File: config.mk
export PLATFORM = sky130hd
export DESIGN_NAME = ps2_key_decoder_flat
export DESIGN_NICKNAME = d
export VERILOG_FILES = /design/src/rtl/ps2_key_decoder_if.sv /design/src/rtl/ps2_key_decoder.sv /design/src/flat_wrapper.sv
export SDC_FILE = /design/constraint.sdc
export NUM_CORES = 1
export LEC_CHECK = 0
export ABC_CLOCK_PERIOD_IN_PS = 2200
export CAP_MARGIN = 25
export CORE_MARGIN = 10
export CORE_UTILIZATION = 30
export DETAILED_ROUTE_END_ITERATION = 12
export GPL_TIMING_DRIVEN = 0
export MAX_ROUTING_LAYER = met4
export PLACE_DENSITY_LB_ADDON = 0.25
export SKIP_LAST_GASP = 1
export SLEW_MARGIN = 15
export SYNTH_ARGS = -nofsm -noshare
export SYNTH_HDL_FRONTEND = slang
export SYNTH_SLANG_ARGS = --single-unit
File: constraint.sdc
create_clock -name clk -period 2.2 [get_ports clk]
set_input_delay 0.22 -clock clk [delete_from_list [all_inputs] [get_ports clk]]
set_output_delay 0.22 -clock clk [all_outputs]
set_load 0.1 [all_outputs]
File: src/rtl/ps2_key_decoder_if.sv
// Bundles the PS/2 pin pair and the decoded key outputs into one connection.
// The master modport is the decoder itself. The slave modport is the board or bench side.
interface ps2_key_decoder_if;
  logic       ps2_clk;
  logic       ps2_data;
  logic [7:0] keycode;
  logic       key_make;
  logic       key_ext;
  logic       key_valid;
  logic       frame_err;
  logic       busy;
  logic [1:0] dbg_state;

  modport master (
    input  ps2_clk, ps2_data,
    output keycode, key_make, key_ext, key_valid, frame_err, busy, dbg_state
  );

  modport slave (
    output ps2_clk, ps2_data,
    input  keycode, key_make, key_ext, key_valid, frame_err, busy, dbg_state
  );
endinterface

File: src/rtl/ps2_key_decoder.sv
// PS/2 device-to-host deframer with a scan-code set 2 prefix decoder (E0 extended, F0 break).
// The pins are synchronized and glitch-filtered. The frame FSM then steps on each filtered falling edge.
module ps2_key_decoder #(
  parameter int SYNC_STAGES    = 2,
  parameter int FILTER_LEN     = 8,
  parameter int TIMEOUT_CYCLES = 50000
) (
  input  logic             clk,
  input  logic             reset,
  ps2_key_decoder_if.master kbd
);
  localparam int FW = $clog2(FILTER_LEN + 1);
  localparam int TW = $clog2(TIMEOUT_CYCLES + 1);

  typedef enum logic [1:0] {S_IDLE, S_DATA, S_PARITY, S_STOP} state_t;

  logic [SYNC_STAGES-1:0] r_clk_sync, r_data_sync;
  logic                   r_filt, r_fall, r_bit;
  logic [FW-1:0]          r_filt_cnt;
  state_t                 r_state, w_next;
  logic [2:0]             r_bit_cnt;
  logic [7:0]             r_shift;
  logic                   r_par;
  logic [TW-1:0]          r_timer;
  logic                   r_ext_pend, r_brk_pend;
  logic [7:0]             r_keycode;
  logic                   r_key_make, r_key_ext, r_key_valid, r_frame_err;
  logic                   w_clk_s, w_data_s, w_timeout, w_stop_edge, w_good;

  assign w_clk_s  = r_clk_sync[SYNC_STAGES-1];
  assign w_data_s = r_data_sync[SYNC_STAGES-1];

  // The synchronizers reset to the idle-high line level so reset cannot fake an edge.
  always_ff @(posedge clk or posedge reset) begin
    if (reset) begin
      r_clk_sync  <= '1;
      r_data_sync <= '1;
    end else begin
      r_clk_sync  <= {r_clk_sync[SYNC_STAGES-2:0], kbd.ps2_clk};
      r_data_sync <= {r_data_sync[SYNC_STAGES-2:0], kbd.ps2_data};
    end
  end

  // r_fall and r_bit are produced in the cycle the filtered clock flips low.
  always_ff @(posedge clk or posedge reset) begin
    if (reset) begin
      r_filt     <= 1'b1;
      r_filt_cnt <= '0;
      r_fall     <= 1'b0;
      r_bit      <= 1'b0;
    end else begin
      r_fall <= 1'b0;
      if (w_clk_s == r_filt) begin
        r_filt_cnt <= '0;
      end else if (r_filt_cnt == FW'(FILTER_LEN - 1)) begin
        r_filt     <= w_clk_s;
        r_filt_cnt <= '0;
        r_fall     <= r_filt;
        if (r_filt) r_bit <= w_data_s;
      end else begin
        r_filt_cnt <= r_filt_cnt + 1'b1;
      end
    end
  end

  assign w_timeout   = (r_state != S_IDLE) && !r_fall && (r_timer == TW'(TIMEOUT_CYCLES - 1));
  assign w_stop_edge = r_fall && (r_state == S_STOP);
  assign w_good      = r_bit && (^{r_shift, r_par});

  always_ff @(posedge clk or posedge reset) begin
    if (reset) r_state <= S_IDLE;
    else       r_state <= w_next;
  end

  always_comb begin
    w_next = r_state;
    if (w_timeout) begin
      w_next = S_IDLE;
    end else if (r_fall) begin
      case (r_state)
        S_IDLE:   if (!r_bit) w_next = S_DATA;
        S_DATA:   if (r_bit_cnt == 3'd7) w_next = S_PARITY;
        S_PARITY: w_next = S_STOP;
        S_STOP:   w_next = S_IDLE;
        default:  w_next = S_IDLE;
      endcase
    end
  end

  always_ff @(posedge clk or posedge reset) begin
    if (reset) begin
      r_bit_cnt   <= '0;
      r_shift     <= '0;
      r_par       <= 1'b0;
      r_timer     <= '0;
      r_ext_pend  <= 1'b0;
      r_brk_pend  <= 1'b0;
      r_keycode   <= '0;
      r_key_make  <= 1'b0;
      r_key_ext   <= 1'b0;
      r_key_valid <= 1'b0;
      r_frame_err <= 1'b0;
    end else begin
      r_key_valid <= 1'b0;
      r_frame_err <= 1'b0;
      if (r_state == S_IDLE || r_fall) r_timer <= '0;
      else                             r_timer <= r_timer + 1'b1;

      if (r_fall) begin
        case (r_state)
          S_IDLE:   r_bit_cnt <= '0;
          S_DATA: begin
            r_shift   <= {r_bit, r_shift[7:1]};
            r_bit_cnt <= r_bit_cnt + 1'b1;
          end
          S_PARITY: r_par <= r_bit;
          default:  ;
        endcase
      end

      if (w_timeout || (w_stop_edge && !w_good)) begin
        r_frame_err <= 1'b1;
        r_ext_pend  <= 1'b0;
        r_brk_pend  <= 1'b0;
      end else if (w_stop_edge) begin
        case (r_shift)
          8'hE0: r_ext_pend <= 1'b1;
          8'hF0: r_brk_pend <= 1'b1;
          8'hE1: ;
          8'h00, 8'hAA, 8'hEE, 8'hFA, 8'hFC, 8'hFF: begin
            r_ext_pend <= 1'b0;
            r_brk_pend <= 1'b0;
          end
          default: begin
            r_keycode   <= r_shift;
            r_key_ext   <= r_ext_pend;
            r_key_make  <= !r_brk_pend;
            r_key_valid <= 1'b1;
            r_ext_pend  <= 1'b0;
            r_brk_pend  <= 1'b0;
          end
        endcase
      end
    end
  end

  assign kbd.keycode   = r_keycode;
  assign kbd.key_make  = r_key_make;
  assign kbd.key_ext   = r_key_ext;
  assign kbd.key_valid = r_key_valid;
  assign kbd.frame_err = r_frame_err;
  assign kbd.busy      = (r_state != S_IDLE);
  assign kbd.dbg_state = r_state;
endmodule
File: src/flat_wrapper.sv
// flat-port wrapper written by rule: the top's interface ports become plain ports
module ps2_key_decoder_flat 
#(
  parameter int SYNC_STAGES    = 2,
  parameter int FILTER_LEN     = 8,
  parameter int TIMEOUT_CYCLES = 50000
)
  (clk, reset, kbd_ps2_clk, kbd_ps2_data, kbd_keycode, kbd_key_make, kbd_key_ext, kbd_key_valid, kbd_frame_err, kbd_busy, kbd_dbg_state);
  ps2_key_decoder_if kbd_i ();
  input  logic clk;
  input  logic reset;
  input wire logic [$bits(kbd_i.ps2_clk)-1:0] kbd_ps2_clk;
  input wire logic [$bits(kbd_i.ps2_data)-1:0] kbd_ps2_data;
  output wire logic [$bits(kbd_i.keycode)-1:0] kbd_keycode;
  output wire logic [$bits(kbd_i.key_make)-1:0] kbd_key_make;
  output wire logic [$bits(kbd_i.key_ext)-1:0] kbd_key_ext;
  output wire logic [$bits(kbd_i.key_valid)-1:0] kbd_key_valid;
  output wire logic [$bits(kbd_i.frame_err)-1:0] kbd_frame_err;
  output wire logic [$bits(kbd_i.busy)-1:0] kbd_busy;
  output wire logic [$bits(kbd_i.dbg_state)-1:0] kbd_dbg_state;
  assign kbd_i.ps2_clk = kbd_ps2_clk;
  assign kbd_i.ps2_data = kbd_ps2_data;
  assign kbd_keycode = kbd_i.keycode;
  assign kbd_key_make = kbd_i.key_make;
  assign kbd_key_ext = kbd_i.key_ext;
  assign kbd_key_valid = kbd_i.key_valid;
  assign kbd_frame_err = kbd_i.frame_err;
  assign kbd_busy = kbd_i.busy;
  assign kbd_dbg_state = kbd_i.dbg_state;
  ps2_key_decoder #(.SYNC_STAGES(SYNC_STAGES), .FILTER_LEN(FILTER_LEN), .TIMEOUT_CYCLES(TIMEOUT_CYCLES)) u_core (.clk(clk), .reset(reset), .kbd(kbd_i));
endmodule
==> results_dict.tcl <==
set metrics [dict create \
    run_status "complete, no violations" \
    clkTransAtPathRegs_ns 0.09 \
    floorplan.die_area_um2 12600 \
    critPathArrivalTime_ns 2.30 \
    mostFrequentLayoutCells "sky130_fd_sc_hd__dfrtp_1 (43), sky130_fd_sc_hd__nor2_1 (23), sky130_fd_sc_hd__nand2_1 (17), sky130_fd_sc_hd__clkdlybuf4s50_1 (17), sky130_fd_sc_hd__mux2_2 (11)" \
    nNetsFinal 264 \
    synthCells 222 \
    postSynth.asyncResetShare_pct 100 \
    most_common_cell_after_layout_fill_and_taps_aside "sky130_fd_sc_hd__dfrtp_1" \
    clock-root-buffer "sky130_fd_sc_hd__clkbuf_8" \
    post-dp-hpwl_um 3070 \
    pwr_density_cell_nw_per_um2 612 \
    postSynthAreaPerCell_um2 11.5 \
    io_buffer_count 18 \
    rsz_0062_raised_after_global_routing "yes" \
    synth_largest_area_cell "sky130_fd_sc_hd__dfrtp_1" \
    crit_path_max_fanout 6 \
    min_from "kbd_ps2_data" \
    clock-skew-final_ns 0.00551 \
    timing.critical_path.from_type "register" \
    antenna_violations_before_repair 0 \
    finalSetupTns_ns 0 \
    postLayoutCellArea_um2 3090 \
    detailedRoute.firstIterationViolations 57 \
    grt_usage_pct 7.47 \
    clockBufferDepth 2 \
    worstMarginPinSlew_ns 0.984 \
    synth_fp_nets 235 \
    fillerInstances 816 \
    synth_ff_type "sky130_fd_sc_hd__dfrtp_1" \
    seq_area_frac_synth_pct 54.0 \
    ant_nets 0 \
    final-seq-area_um2 1390 \
    die-height_um 112 \
    worst_ir_drop_vdd_v 0.000279 \
    first_global_vias 1699 \
    worst_r2r_startpoint "u_core.r_shift[3]" \
    io_pins 19 \
    timing.max_slew.rel_slack_pct 34.2 \
    drcViolationCount 0 \
    synth_cell_types 40 \
    critical_path_class "register to register" \
    cts_tree "yes" \
    final-setup-viol-count 0 \
    cts-htree-levels 2 \
    synth_warnings 0 \
    core-area_um2 8260 \
    min_period_ns 2.10 \
    worst-r2r-setup-slack_ns 0.1 \
    synthToLayoutAreaGrowth_pct 20.5 \
    globalplace.congestion 0.742 \
    hold_viol_final 0 \
    power.leakage_nw 1.36 \
    critical_path_required_ns 2.40 \
    postPlaceCellArea_um2 2880 \
    synth.area.top_cells "sky130_fd_sc_hd__dfrtp_1 (49%), sky130_fd_sc_hd__dfstp_2 (5.1%), sky130_fd_sc_hd__mux2_2 (4.8%), sky130_fd_sc_hd__mux2_4 (4.7%), sky130_fd_sc_hd__ha_1 (4.4%)" \
    worst_skew_pair.late_latency_ns 0.31 \
    cell_area_after_synthesis_um2 2560 \
    number_of_synthesized_flops_with_an_enable_pin 0 \
    routed_wirelength_um 4540 \
    drt_pass1_iterations 4 \
    cap_viol_max_count 0 \
    grt-ovfl-total 0 \
    numCtsBuffers 5 \
    die_w_um 112 \
    area_of_combinational_cells_with_multiple_inputs_um2 1140 \
    routedWlPerCell_um 12.7 \
    ff_to_ff_end "u_core.kbd.keycode[3]" \
    hold_path_depth 1 \
    drive_above_1_share_pct 23.8 \
    slew_violations 0 \
    rows 33 \
    drt-vias-per-instance 4.48 \
    grt_pass1_wl_um 7870 \
    number_of_buffers_inserted_for_hold_repair_after_clock_tree_synthesis 0 \
    synthDominantCellAreaShare_pct 48.9 \
    initial_utilization_pct 31.0 \
    reg2reg_depth 6 \
    whs_endpoint "u_core.r_data_sync[0]" \
    grt_start_max_net_pins 56 \
    clock_sink_count 55 \
    via_count 1601 \
    antenna-diode-count 0 \
    worst_hold_path_type "input pin to register" \
    cp-end-kind "register" \
    timing.fmax_mhz 476 \
    final.period_utilization_pct 95.5 \
    synth_seq_cells 55 \
]
repair_timing:
| item | 4_1_cts | 5_1_grt |
|---|---|---|
| pin swaps | 0 | 5 |
| cloned | 0 | 1 |
| gates resized for setup | 3 | 14 |
| setup endpoints to repair | 9 | 10 |
| setup buffers | 0 | 5 |
power by group:
part	internal [mW]	switching (mW)
Sequential	1.05	0.0253
Combinational	0.0505	0.0650
Clock	0.369	0.327
Total	1.47	0.417
flip-flops by register name (all words and copies together), names as in the netlist:
name and count:
u_core.kbd.dbg_state 2, u_core.kbd.frame_err 1, u_core.kbd.key_ext 1, u_core.kbd.key_make 1
u_core.kbd.key_valid 1, u_core.kbd.keycode 8, u_core.r_bit 1, u_core.r_bit_cnt 3
u_core.r_brk_pend 1, u_core.r_clk_sync 2, u_core.r_data_sync 2, u_core.r_ext_pend 1
u_core.r_fall 1, u_core.r_filt 1, u_core.r_filt_cnt 4, u_core.r_par 1
u_core.r_shift 8, u_core.r_timer 16
cells by family (layout without fill, tap and decap cells):
family                   count (synthesis)  after routing  synth area share, %
AO/OA/AOI/OAI                           26             26                 6.64
XOR/XNOR                                18             18                 7.23
adder cells (fa/ha/maj)                  9              9                 4.40
buffers and inverters                   17             47                 2.83
flip-flops                              55             55                 54.0
multiplexers                            21             21                 10.3
AND/OR/NAND/NOR                         76             76                 14.6
routing by layer:
| layer | wire [um] | GRT usage [%] | up-vias |
|---|---|---|---|
| li1 | - | - | 820 |
| met1 | 2170 | 8.40 | 755 |
| met2 | 2170 | 12.6 | 21 |
| met3 | 159 | 2.34 | 5 |
| met4 | 40 | 2.03 | 0 |
| met5 | 0 | - | - |
cells in the mapped netlist, drive strengths merged, types with 3 or more instances:
cell,instances
dfrtp,50
xor2,7
dfstp,5
o21ai,7
clkbuf,5
nand4,3
mux2,19
ha,9
a32o,3
nand3,9
a21oi,6
nand2,17
nor2,23
or3,4
inv,10
xnor2,9
nor3,5
area by class of cell:
type / instances / share of cell area, %
timing repair buffer: 24 / 7.38
tap: 105 / 4.26
clock inverter: 2 / 1.14
clock buffer: 6 / 2.68
inverter: 10 / 1.30
sequential: 55 / 45.1
buffer: 5 / 1.14
multi-input combinational: 150 / 37.0
stage by stage:
| stage | utilization, % | power, mW | hold WS (ns) | worst slack [ns] | std cells |
|---|---|---|---|---|---|
| finish | 37.4 | 1.89 | 0.308 | 0.0998 | 357 |
| global route | 37.4 | 1.98 | 0.293 | -0.0150 | 357 |
| CTS | 36.3 | 1.92 | 0.294 | 0.00763 | 351 |
| detailed placement | 34.9 | 1.22 | 0.348 | -0.0806 | 345 |
| global placement | 34.9 | 1.21 | 0.347 | -0.658 | 345 |
| floorplan | - | 1.19 | 0.224 | 0.000284 | 222 |
worst max-delay path by stage:
stage / from / end / slack [ns] / cells past startpoint
floorplan: u_core.kbd.dbg_state[0] / u_core.kbd.dbg_state[1] / 0.0003 / 8
global placement: reset / u_core.kbd.dbg_state[0] / -0.66 / 2
detailed placement: u_core.r_shift[4] / u_core.kbd.keycode[3] / -0.08 / 7
CTS: u_core.r_shift[6] / u_core.kbd.keycode[3] / 0.008 / 7
global route: u_core.r_shift[3] / u_core.kbd.keycode[3] / -0.01 / 6
finish: u_core.r_shift[3] / u_core.kbd.keycode[3] / 0.1 / 6
worst max-delay path, cell delays in order (launching register included):
cell	delay [ns]
sky130_fd_sc_hd__dfrtp_2	0.46
sky130_fd_sc_hd__xnor2_1	0.15
sky130_fd_sc_hd__xnor3_1	0.44
sky130_fd_sc_hd__mux2i_2	0.21
sky130_fd_sc_hd__nand4_1	0.23
sky130_fd_sc_hd__buf_6	0.21
sky130_fd_sc_hd__mux2_4	0.29
(Power assumes the default switching activity.)
